===== config.mk =====
export PLATFORM = sky130hd
export DESIGN_NAME = intc_apb_arb
export DESIGN_NICKNAME = d
export VERILOG_FILES = /design/src/rtl/intc_arb_pkg.sv /design/src/rtl/rr_arb.sv /design/src/rtl/intc_apb_arb.sv
export SDC_FILE = /design/constraint.sdc
export NUM_CORES = 1
export LEC_CHECK = 0
export ABC_AREA = 1
export ABC_CLOCK_PERIOD_IN_PS = 3750
export BUFFER_PORTS_ARGS = -buffer_cell sky130_fd_sc_hd__buf_2
export CORE_AREA = 4 4 110 112
export DETAILED_ROUTE_END_ITERATION = 10
export DIE_AREA = 0 0 114 116
export PLACE_DENSITY = 0.61
export SYNTH_ARGS = -nofsm -noshare
export SYNTH_HDL_FRONTEND = slang
export SYNTH_HIERARCHICAL = 1
export SYNTH_SLANG_ARGS = --single-unit

===== constraint.sdc =====
create_clock -name clk -period 3.75 [get_ports clk]
set_clock_uncertainty 0.2 [all_clocks]
set_input_delay 0.5625 -clock clk [delete_from_list [all_inputs] [get_ports clk]]
set_output_delay 0.5625 -clock clk [all_outputs]
set_load 0.02 [all_outputs]

===== src/rtl/intc_arb_pkg.sv =====
// Shared definitions for the interrupt-controller APB arbiter.
//   CPU_NUM      : default number of APB requesters (overridable macro)
//   TMO_CYC_DEF  : default ACCESS-phase cycle budget before a transfer is aborted
//   arb_state_e  : arbiter FSM state encoding
`ifndef CPU_NUM
`define CPU_NUM 2
`endif

package intc_arb_pkg;

   localparam int unsigned TMO_CYC_DEF = 256;

   typedef enum logic [1:0] {
      StIdle,
      StSetup,
      StAccess
   } arb_state_e;

endpackage


===== src/rtl/rr_arb.sv =====
// Round-robin winner selection, purely combinational.
//   req     : request vector, one bit per requester
//   ptr     : index where the search starts; the search wraps modulo MST_NUM
//   gnt_oh  : one-hot winner (all zero when no request)
//   gnt_idx : index of the winner (0 when no request)
module rr_arb #(
   parameter int unsigned MST_NUM = 2,
   parameter int unsigned IW      = (MST_NUM > 1) ? $clog2(MST_NUM) : 1
) (
   input  logic [MST_NUM-1:0] req,
   input  logic [IW-1:0]      ptr,
   output logic [MST_NUM-1:0] gnt_oh,
   output logic [IW-1:0]      gnt_idx
);

   always_comb begin
      int unsigned j;
      logic        found;
      j       = 0;
      found   = 1'b0;
      gnt_oh  = '0;
      gnt_idx = '0;
      for (int unsigned i = 0; i < MST_NUM; i++) begin
         j = (32'(ptr) + i) % MST_NUM;
         if (!found && req[j]) begin
            found      = 1'b1;
            gnt_oh[j]  = 1'b1;
            gnt_idx    = IW'(j);
         end
      end
   end

endmodule


===== src/rtl/intc_apb_arb.sv =====
// Multi-requester APB arbiter in front of the interrupt-controller register port.
//   clk, rst                       : clock, synchronous active-high reset
//   m_psel/m_penable/m_pwrite      : per-requester APB controls
//   m_paddr/m_pwdata/m_pstrb       : per-requester address/data/strobes, packed by index
//   m_prdata                       : read data, broadcast to all requesters
//   m_pready/m_pslverr             : per-requester completion and error
//   s_psel..s_pstrb                : single APB master port toward the controller
//   s_prdata/s_pready/s_pslverr    : slave response
// A transfer that sits in ACCESS for TMO_CYC cycles without s_pready is completed
// toward the requester with an error and the slave port is released.
`ifndef CPU_NUM
`define CPU_NUM 2
`endif

module intc_apb_arb
   import intc_arb_pkg::*;
#(
   parameter int unsigned MST_NUM = `CPU_NUM,
   parameter int unsigned TMO_CYC = TMO_CYC_DEF
) (
   input  logic                 clk,
   input  logic                 rst,
   input  logic [MST_NUM-1:0]   m_psel,
   input  logic [MST_NUM-1:0]   m_penable,
   input  logic [MST_NUM-1:0]   m_pwrite,
   input  logic [MST_NUM*32-1:0] m_paddr,
   input  logic [MST_NUM*32-1:0] m_pwdata,
   input  logic [MST_NUM*4-1:0] m_pstrb,
   output logic [31:0]          m_prdata,
   output logic [MST_NUM-1:0]   m_pready,
   output logic [MST_NUM-1:0]   m_pslverr,
   output logic                 s_psel,
   output logic                 s_penable,
   output logic                 s_pwrite,
   output logic [31:0]          s_paddr,
   output logic [31:0]          s_pwdata,
   output logic [3:0]           s_pstrb,
   input  logic [31:0]          s_prdata,
   input  logic                 s_pready,
   input  logic                 s_pslverr
);

   localparam int unsigned IW = (MST_NUM > 1) ? $clog2(MST_NUM) : 1;
   localparam int unsigned CW = $clog2(TMO_CYC) + 1;

   arb_state_e         state_q, state_d;
   logic [IW-1:0]      grant_q, grant_d;
   logic [MST_NUM-1:0] grant_oh_q, grant_oh_d;
   logic [IW-1:0]      ptr_q, ptr_d;
   logic [CW-1:0]      tmo_cnt_q, tmo_cnt_d;

   logic [MST_NUM-1:0] win_oh;
   logic [IW-1:0]      win_idx;
   logic               in_access;
   logic               timeout;
   logic               done;

   // The grant decision is taken once in IDLE; m_penable from requesters is not
   // needed because the arbiter generates its own SETUP/ACCESS sequencing.
   logic unused_penable;
   assign unused_penable = ^m_penable;

   rr_arb #(
      .MST_NUM (MST_NUM),
      .IW      (IW)
   ) u_rr_arb (
      .req     (m_psel),
      .ptr     (ptr_q),
      .gnt_oh  (win_oh),
      .gnt_idx (win_idx)
   );

   assign in_access = (state_q == StAccess);
   // A real s_pready wins over a coincident timeout.
   assign timeout   = in_access && !s_pready && (tmo_cnt_q == CW'(TMO_CYC - 1));
   assign done      = in_access && (s_pready || timeout);

   always_ff @(posedge clk) begin
      if (rst) begin
         state_q    <= StIdle;
         grant_q    <= '0;
         grant_oh_q <= '0;
         ptr_q      <= '0;
         tmo_cnt_q  <= '0;
      end else begin
         state_q    <= state_d;
         grant_q    <= grant_d;
         grant_oh_q <= grant_oh_d;
         ptr_q      <= ptr_d;
         tmo_cnt_q  <= tmo_cnt_d;
      end
   end

   always_comb begin
      state_d    = state_q;
      grant_d    = grant_q;
      grant_oh_d = grant_oh_q;
      ptr_d      = ptr_q;
      tmo_cnt_d  = tmo_cnt_q;
      unique case (state_q)
         StIdle: begin
            if (|m_psel) begin
               grant_d    = win_idx;
               grant_oh_d = win_oh;
               state_d    = StSetup;
            end
         end
         StSetup: begin
            tmo_cnt_d = '0;
            state_d   = StAccess;
         end
         StAccess: begin
            if (done) begin
               state_d = StIdle;
               ptr_d   = (grant_q == IW'(MST_NUM - 1)) ? '0 : grant_q + 1'b1;
            end else begin
               tmo_cnt_d = tmo_cnt_q + 1'b1;
            end
         end
         default: state_d = StIdle;
      endcase
   end

   // Slave request side follows the granted requester; responses are routed back
   // through the registered one-hot grant.
   always_comb begin
      s_psel    = 1'b0;
      s_penable = 1'b0;
      s_pwrite  = 1'b0;
      s_paddr   = '0;
      s_pwdata  = '0;
      s_pstrb   = '0;
      m_pready  = '0;
      m_pslverr = '0;
      m_prdata  = '0;
      if (state_q != StIdle) begin
         s_psel    = 1'b1;
         s_penable = in_access;
         s_pwrite  = m_pwrite[grant_q];
         s_paddr   = m_paddr[32*grant_q +: 32];
         s_pwdata  = m_pwdata[32*grant_q +: 32];
         s_pstrb   = m_pstrb[4*grant_q +: 4];
      end
      if (in_access) begin
         m_pready  = done ? grant_oh_q : '0;
         m_pslverr = (s_pslverr || timeout) ? grant_oh_q : '0;
         if (s_pready) begin
            m_prdata = s_prdata;
         end
      end
   end

endmodule


==> summary.md <==
| Metric | Value |
|---|---|
| Pwr/cell area | `257.7 nW/um2` |
| Die X | `114 um` |
| # DRC | `0` |
| Post-Syn Area per Cell | `4.799 um2` |
| Largest fanout on the critical path | `5` |
| Starting density of the core | `0.1766` |
| Post-DP HPWL | `7991 um` |
| Post-Syn Area | `1982 um2` |
| RD Place Congestion | `0.7822` |
| Pleak | `2.114 nW` |
| P_int | `505.6 uW` |
| Sequential Power Share | `0.187` |
| Clock power frac | `0.221` |
| Yosys top cell area share | `0.3636` |
| Clock sinks | `15` |
| Switch share | `0.4519` |
| Hold Vio Cnt, Final | `0` |
| Maxcap violations | `0` |
| CTS Buf Count | `3` |
| CTS root buffer | `clkbuf_16` |
| CP Data Required Time | `2.99 ns` |
| Adder-Cell Fraction of Synth Area | `0.01263` |
| Status | `finished, final reports clean` |
| Yosys reg bits | `15` |
| Post-synthesis share of cell area spent on xor and xnor gates | `0` |
| First-pass GRT wire length | `13,860 um` |
| Hold WC Path Type | `reg -> reg` |
| Commonest non-fill, non-tap cell in the layout | `buf_2` |
| Final setup vio count | `0` |
| CTS tree | `yes` |
| RSZ-0062 raised after global routing | `no` |
| Fin util | `0.3190` |
| Fin nets | `855` |
| Most frequent cells in the layout | `buf_2 (282), nand2_1 (192), a21oi_1 (85)` |
| Pre-CTS setup slack | `1.186 ns` |
| Synthesis-to-finish area growth | `80.62%` |
| Share of layout cells above drive strength 1 | `0.4407` |
| I/O Pins | `285` |
| CP Launch Type | `flop` |
| Post_cts resized | `0` |
| # rows | `39` |
| Dominant combinational cell family by area after synthesis | `simple AND/OR/NAND/NOR gates` |
| Largest net degree at the start of global routing | `70` |
| DR vias | `3,432` |
| Crit end category | `primary output` |
| Vias per cell | `4.201` |
| Seq/Total Area, Yosys | `0.1515` |
| Slew @ Worst Pin | `0.7700 ns` |
| Tot GR Track Use | `0.1259` |
| Largest cells by area after synthesis | `nand2_1 (36%), a21oi_1 (21%), dfxtp_1 (15%), nor2_1 (9.5%), clkbuf_1 (4.4%)` |
| Dpl cell area | `3501 um2` |
| Htree depth | `1` |
| GR Overflow Total | `0` |
| Worst Setup Path Type | `reg -> out` |
| Max Fclk | `361.9 MHz` |
| Routed length per instance | `11.91 um` |
| Yosys warns | `6` |
| Max clock buf depth | `2` |
| Distinct cells, synth | `22` |
| Simple-gate share of the synthesized area | `0.4943` |
| Detailed Route Iter0 Violations | `151` |
| Comb power frac | `0.592` |
| NetSw | `416.9 uW` |
| FILL cells | `1,294` |
| Synthesized Nets | `593` |
| # hold bufs at CTS | `0` |
| Synth Area in Compound Gates | `0.2431` |
| Final period util | `0.7368` |
| Mux cell area share after synthesis | `0` |
| Post-synthesis cell count | `413` |
| Crit path time final | `2.763 ns` |
| Vias in the first global route | `3,008` |
| Port bufs | `282` |
| Clock Latency Late Sink | `0.24 ns` |
| Pins over their slew limit | `0` |
| Initial antenna violation count | `0` |
| Wirelength, routed | `9730 um` |
| TritonRoute pass-1 iters | `4` |
| Core area | `11,220 um2` |
| Post-CTS Setup Inserts | `0` |
| VDD IR max | `0.1142 mV` |
| Antenna viol nets, final | `0` |
| Post-synth top area cell | `nand2_1` |
| Die ar. | `13,220 um2` |
| Hold Slack | `0.2738 ns` |
| Final worst slack | `0.9871 ns` |
| Worst EP arrival | `2.00 ns` |
| DP Cell Count | `813` |
| Reg2reg setup slack | `1.51 ns` |
| Total negative setup slack | `0 ns` |
| Cell area after layout | `3580 um2` |
| Clk pin slew, worst setup/hold paths | `0.05 ns` |
| Die Ht | `116 um` |
| Layout Cells excl Fill | `817` |
| Total power | `922.5 uW` |
| Relative slew slack | `0.4854` |
| Antenna cells | `0` |
==> worst max-delay path: stages, from the launching register on <==
cell     delay [ns]
dfxtp_1        0.38
ha_1           0.19
nand2_1        0.11
nor2_1         0.17
nand2_1        0.09
nor2_1         0.10
ha_1           0.19
a31oi_1        0.12
nor3_1         0.20
buf_2          0.21
==> metal layers <==
layer / global-route usage / share of wire / wire (um) / vias up
li1: - / - / - / 1826
met1: 0.1516 / 0.39 / 3756 / 1418
met2: 0.2252 / 0.49 / 4781 / 181
met3: 0.03238 / 0.11 / 1088 / 7
met4: 0.02850 / 0.010 / 102 / 0
met5: 0 / 0 / 0 / -
==> final timing paths <==
kind                                                  from                         end  cells after the start
worst max-delay path             tmo_cnt_q[0]$_SDFFE_PP0P_                m_pslverr[0]                      9
worst min register to register  grant_oh_q[0]$_SDFFE_PP0P_  grant_oh_q[0]$_SDFFE_PP0P_                      2
worst min-delay path            grant_oh_q[0]$_SDFFE_PP0P_  grant_oh_q[0]$_SDFFE_PP0P_                      2
worst max register to register   tmo_cnt_q[0]$_SDFFE_PP0P_   tmo_cnt_q[8]$_SDFFE_PP0P_                     12
==> sequential cells by signal, indices dropped and copies added, names as in the netlist <==
| register | count |
|---|---|
| grant_oh_q | 2 |
| state_q | 2 |
| ptr_q | 1 |
| grant_q | 1 |
| tmo_cnt_q | 9 |
==> Yosys cell counts <==
library cell  number
nor2_1            50
nand2_1          192
a21boi_2           1
nor2_4             1
a21oi_1           85
nand4_1            1
nor2_2             1
buf_2              6
buf_6              1
clkbuf_1          23
nor3_1             3
inv_2              2
o21ai_1            1
a31oi_1            2
dfxtp_1           15
nand2_2            1
or2_0              1
ha_1               2
inv_1             16
o21ai_0            4
nand3_1            4
o211ai_1           1
==> layout make-up <==
cell class                      count  area [um2]  share of cell area
Inverter                           18       67.56             0.01887
Timing Repair Buffer              287        1461              0.4082
Clock buffer                        4       78.83             0.02202
Multi-Input combinational cell    350        1491              0.4166
Tap cell                          143       178.9             0.04998
Sequential cell                    15       301.5             0.08424
==> power by group through the flow <==
stage	clock, mW	sequential [mW]	combinational [mW]
final	0.204	0.173	0.546
after global routing	0.221	0.174	0.604
after CTS	0.209	0.173	0.553
after detailed placement	0	0.176	0.550
after global placement	0	0.176	0.550
after floorplan	0	0.174	0.327
==> cell families (layout without fill, tap and decap cells) <==
logic type | count (synthesis) | count (layout)
buf+inv | 48 | 309
fa+ha+maj | 2 | 2
flops | 15 | 15
simple gates | 254 | 254
compound gates | 94 | 94
No activity file was read; power rests on OpenSTA's default activity.
